## src/rtl/wb_regfile_pkg.sv

```systemverilog
// Shared pipeline definitions for the write-back stage and register file.
// Holds the default widths, the hardwired-zero register index and the
// MEM/WB pipeline register layout used by neighbouring pipeline stages.
package wb_regfile_pkg;

    localparam int DEF_DATA_W = 32;
    localparam int DEF_ADDR_W = 5;

    // Register 0 reads as zero, is never written and is never forwarded.
    localparam logic [DEF_ADDR_W-1:0] REG_ZERO = '0;

    // MEM/WB pipeline register contents at the default widths.
    typedef struct packed {
        logic                  we;
        logic [DEF_ADDR_W-1:0] rd;
        logic [DEF_DATA_W-1:0] data;
    } mem_wb_t;

endpackage

```

## src/rtl/wb_fwd_mux.sv

```systemverilog
// Forwarding select for one register read port.
// Priority: EX/MEM result, then MEM/WB result, then the register array.
// Address 0 always returns zero regardless of any pending write to it.
module wb_fwd_mux
    import wb_regfile_pkg::*;
#(
    parameter int DATA_W = DEF_DATA_W,
    parameter int ADDR_W = DEF_ADDR_W
) (
    input  logic [ADDR_W-1:0] addr,
    input  logic              ex_we,
    input  logic [ADDR_W-1:0] ex_rd,
    input  logic [DATA_W-1:0] ex_data,
    input  logic              wb_we,
    input  logic [ADDR_W-1:0] wb_rd,
    input  logic [DATA_W-1:0] wb_data,
    input  logic [DATA_W-1:0] rf_data,
    output logic [DATA_W-1:0] data
);

    // Youngest matching producer wins; ex_we already excludes flushed entries.
    always_comb begin
        data = rf_data;
        if (addr == ADDR_W'(REG_ZERO)) begin
            data = '0;
        end else if (ex_we && (ex_rd == addr)) begin
            data = ex_data;
        end else if (wb_we && (wb_rd == addr)) begin
            data = wb_data;
        end
    end

endmodule

```

## src/rtl/wb_regfile.sv

```systemverilog
// Write-back stage and 2**ADDR_W-entry register file for the five-stage
// pipeline. EX/MEM results are captured into the MEM/WB register every
// edge and committed to the array one edge later; both read ports forward
// from EX/MEM and MEM/WB so dependent back-to-back instructions need no stall.
// Optional feature macro: WB_RETIRE_CNT_EN adds the retire_count port and a
// saturating count of committed writes.
module wb_regfile
    import wb_regfile_pkg::*;
#(
    parameter int DATA_W = DEF_DATA_W,
    parameter int ADDR_W = DEF_ADDR_W
`ifdef WB_RETIRE_CNT_EN
    ,
    parameter int CNT_W  = 32
`endif
) (
    input  logic              clk,
    input  logic              rst,
    input  logic              RegWrite_in,
    input  logic [ADDR_W-1:0] RdAddr_in,
    input  logic [DATA_W-1:0] ALU_result_in,
    input  logic              flush_in,
    input  logic [ADDR_W-1:0] RsAddr,
    input  logic [ADDR_W-1:0] RtAddr,
    output logic [DATA_W-1:0] RsData,
    output logic [DATA_W-1:0] RtData,
    output logic              WbRegWrite,
    output logic [ADDR_W-1:0] WbRdAddr,
    output logic [DATA_W-1:0] WbData
`ifdef WB_RETIRE_CNT_EN
    ,
    output logic [CNT_W-1:0]  retire_count
`endif
);

    localparam int NREGS = 2 ** ADDR_W;

    logic [DATA_W-1:0] regs [NREGS];
    logic              ex_we;

    // A flushed EX/MEM entry is neither forwarded nor captured as a write.
    assign ex_we = RegWrite_in & ~flush_in;

    // MEM/WB capture: updates every edge, no stall; reset drops any pending write.
    always_ff @(posedge clk) begin
        if (rst) begin
            WbRegWrite <= 1'b0;
            WbRdAddr   <= '0;
            WbData     <= '0;
        end else begin
            WbRegWrite <= ex_we;
            WbRdAddr   <= RdAddr_in;
            WbData     <= ALU_result_in;
        end
    end

    // Commit from the pre-edge MEM/WB contents; register 0 is never written.
    always_ff @(posedge clk) begin
        if (rst) begin
            for (int i = 0; i < NREGS; i++) begin
                regs[i] <= '0;
            end
        end else if (WbRegWrite && (WbRdAddr != ADDR_W'(REG_ZERO))) begin
            regs[WbRdAddr] <= WbData;
        end
    end

`ifdef WB_RETIRE_CNT_EN
    // Count every committed write (including to register 0), saturating.
    always_ff @(posedge clk) begin
        if (rst) begin
            retire_count <= '0;
        end else if (WbRegWrite && (retire_count != {CNT_W{1'b1}})) begin
            retire_count <= retire_count + CNT_W'(1);
        end
    end
`endif

    wb_fwd_mux #(
        .DATA_W (DATA_W),
        .ADDR_W (ADDR_W)
    ) u_fwd_rs (
        .addr    (RsAddr),
        .ex_we   (ex_we),
        .ex_rd   (RdAddr_in),
        .ex_data (ALU_result_in),
        .wb_we   (WbRegWrite),
        .wb_rd   (WbRdAddr),
        .wb_data (WbData),
        .rf_data (regs[RsAddr]),
        .data    (RsData)
    );

    wb_fwd_mux #(
        .DATA_W (DATA_W),
        .ADDR_W (ADDR_W)
    ) u_fwd_rt (
        .addr    (RtAddr),
        .ex_we   (ex_we),
        .ex_rd   (RdAddr_in),
        .ex_data (ALU_result_in),
        .wb_we   (WbRegWrite),
        .wb_rd   (WbRdAddr),
        .wb_data (WbData),
        .rf_data (regs[RtAddr]),
        .data    (RtData)
    );

endmodule

```

## config.mk

```make
export PLATFORM = sky130hd
export DESIGN_NAME = wb_regfile
export DESIGN_NICKNAME = d
export VERILOG_FILES = /design/src/rtl/wb_regfile_pkg.sv /design/src/rtl/wb_fwd_mux.sv /design/src/rtl/wb_regfile.sv
export SDC_FILE = /design/constraint.sdc
export NUM_CORES = 2
export LEC_CHECK = 0
export ABC_CLOCK_PERIOD_IN_PS = 3600
export CAP_MARGIN = 0
export CORE_MARGIN = 2
export CORE_UTILIZATION = 45
export CTS_CLUSTER_DIAMETER = 80
export DETAILED_ROUTE_END_ITERATION = 10
export HOLD_SLACK_MARGIN = 0.03
export PLACE_DENSITY = 0.61
export SYNTH_ARGS = -nofsm -noshare
export SYNTH_HDL_FRONTEND = slang
export SYNTH_SLANG_ARGS = --single-unit
```

## constraint.sdc

```tcl
create_clock -name clk -period 3.6 [get_ports clk]
set_input_delay 0.54 -clock clk [delete_from_list [all_inputs] [get_ports clk]]
set_output_delay 0.54 -clock clk [all_outputs]
set_load 0.05 [all_outputs]
```

==> metrics.txt <==
Clk pwr share=38.8%; YS warnings=0; dpl hpwl=approximately 110000 um; PortBufs=152; measured slew at the worst slew-check pin=1.17 ns; Routed Antenna Nets=0; sw frac=26.3%; most frequent cells in the layout=edfxtp_1, nor3_1, mux4_2, buf_4, buf_12; crit end category=output port; Logic pwr share=14.6%; Max Freq=282 MHz; GRT Util Overall=30.8%; Primary FF master, synth=edfxtp_1; final global-route overflow total=0; final wirelength=197000 um; share of the yosys chip area belonging to registers=56.1%; DP Worst Slack=-0.457 ns; final setup fails=0; CP Max Fanout=22; global-route wire length before repair=284000 um; slowest cell on the critical path=clkdlybuf4s50_1; CTS tree=yes; total power=30200 uW; Pint=22300 uW; DR vias=39200; DR vias/cell=6.97; hold bufs inserted after CTS=0; Post-layout nets=3948; core area=124000 um^2; synth unique cells=47; die area=128000 um^2; Num CTS Buffers=111; Starting Density=45.3%; DRC=30; Seq cells post-synth=1062; final worst slack=0.0567 ns; cells along the critical path=clkdlybuf4s50_1, buf_4, and2_2, buf_4, a22oi_1, nand2_1, o21ai_0, buf_12; worst hold path class=in2reg; sink count of the clock tree=1062; largest net degree at the start of global routing=around 140; Max clock buf depth=3; Sequential Power Share=46.6%; asr flop ratio synth=0%; EDFF count, synth=between 1000 and 1500; Worst setup SP type=input port; fin util=a little over half; Crit Path Category=in2out; Cell Rows=129; initial antenna violation count=6; VDD IR max=395 uV; fin crit share=98.4%; detailed router's first-iteration violation count=5673; Max-cap violations=0; status=finished with violations; TritonRoute pass-1 iters=8; WP data required=~3 ns; share of the synthesized area in the top cell type=54.8%; skew final=0.0376 ns; failing checks=design-rule violations; Critical Path AT=3.00 ns; P&R area growth vs syn=16.7%; synthesized instance count=~3800; most used cell, CP=buf_4; area leader, netlist=edfxtp_1; Clk pin slew, worst setup/hold paths=about 0.07 ns; die height=357 um; DR WL/cell=approximately 35 um; CTS Root Cell=clkbuf_16; Largest stage delay, worst path=0.56 ns; top post-synthesis cells by area=edfxtp_1, mux4_2, nor3_1; final hold violations=0; Switch Pwr=7930 uW; Pleak=~0.022 uW; Slew Viols, Final=0; crit path time final=3.54 ns; # IOs=approximately 150; CTS H-Tree Depth=3; worst skew pair latency=0.73 ns; Chip Width=357 um; Mapped Area=56100 um^2; hold_ws=0.447 ns; Syn Area/Cell=approximately 15 um^2; most common cell after layout, fill and taps aside=edfxtp_1; worst slew margin relative to its limit=22.2%; PD cells=461 nW/um^2; fraction of layout cells with a size suffix above 1=29.8%; vias in the first global route=38800; GPL Wtd Cong=0.844; Layout fillers=10100; RSZ-0062 raised after global routing=yes
worst paths after layout:
path / start / endpoint / slack (ns) / depth (start not counted)
worst min-delay path: ALU_result_in[17] / WbData[17] / 0.45 / 2
worst max-delay path: RtAddr[4] / RtData[31] / 0.06 / 8
worst min register to register: WbData[29] / regs[1][29] / 0.90 / 2
worst max register to register: WbRegWrite / regs[29][17] / 0.77 / 7
registers in the layout, summed over array words and instances, names as in the netlist:
register and count:
WbRdAddr 5, WbData 32, regs 1024, WbRegWrite 1
what timing repair did:
action | in CTS | in global routing
resized for setup | 14 | 11
buffers inserted | 0 | 1
endpoints found under the setup margin | 27 | 25
pin swaps | 0 | 1
endpoints found under the hold margin | 0 | 0
gates cloned | 0 | 0
power groups by stage:
stage	clock, uW	combinational [uW]	sequential (uW)
floorplan	0	2360	14300
global placement	0	4320	14300
detailed placement	0	4340	14300
CTS	11800	4360	14000
global route	12300	4520	14100
finish	11700	4400	14100
Yosys cell counts, types with 2 or more instances:
cell,n
o221ai_1,31
nor2b_1,70
or3b_2,2
mux2_2,63
a22oi_1,64
mux4_2,542
buf_6,11
a32oi_1,33
dfxtp_1,38
nand2_1,68
buf_2,65
nor2_1,35
nand4_1,3
clkbuf_1,382
o21ai_0,28
and2_1,65
nand3_1,3
or2_2,32
nand3b_1,6
o21ai_1,6
o22ai_1,31
nand2b_1,6
nor4_1,2
or3_1,31
mux2i_1,130
edfxtp_1,1024
nor3_1,931
xnor2_1,12
buf_1,42
inv_1,30
xor2_1,8
buf_4,16
routing by layer:
metal | routed length (um) | track usage, %
met1 | 74900 | 42.8
met2 | 89700 | 46.9
met3 | 24300 | 8.21
met4 | 8260 | 11.6
met5 | 0 | 0
critical path: cells and delay by family:
kind | cells | cell delay (ns)
AND/OR/NAND/NOR | 2 | 0.39
buffers and inverters | 4 | 1.33
AO/OA/AOI/OAI | 2 | 0.74
cells by family after synthesis:
kind of cell,synth area share [%]
buffers and inverters,4.06
xor gates and xnor gates,0.312
muxes,25.3
DFF,56.1
AOI/OAI and AO/OA,2.59
other,0.00668
and+or+nand+nor,11.6
stage by stage:
stage,TNS [ns],area (um^2),cells
2_1_floorplan,0,56200,3856
3_3_place_gp,-1.15,61800,5420
3_5_place_dp,-1.07,61800,5420
4_1_cts,0,65400,5629
5_1_grt,-0.0732,65500,5630
6_report,0,65500,5632
cell type report:
class	instances	area, um^2	area share (%)
Timing Repair Buffer	444	5550	8.47
Clock buffer	140	2930	4.47
Inverter	31	121	0.185
Multi-Input combinational cell	2247	22700	34.6
Antenna cell	2	5.00	0.00764
Sequential cell	1062	31500	48.1
Tap cell	1637	2050	3.13
Clock inverter	69	679	1.04
No activity file was read; power rests on OpenSTA's default activity.
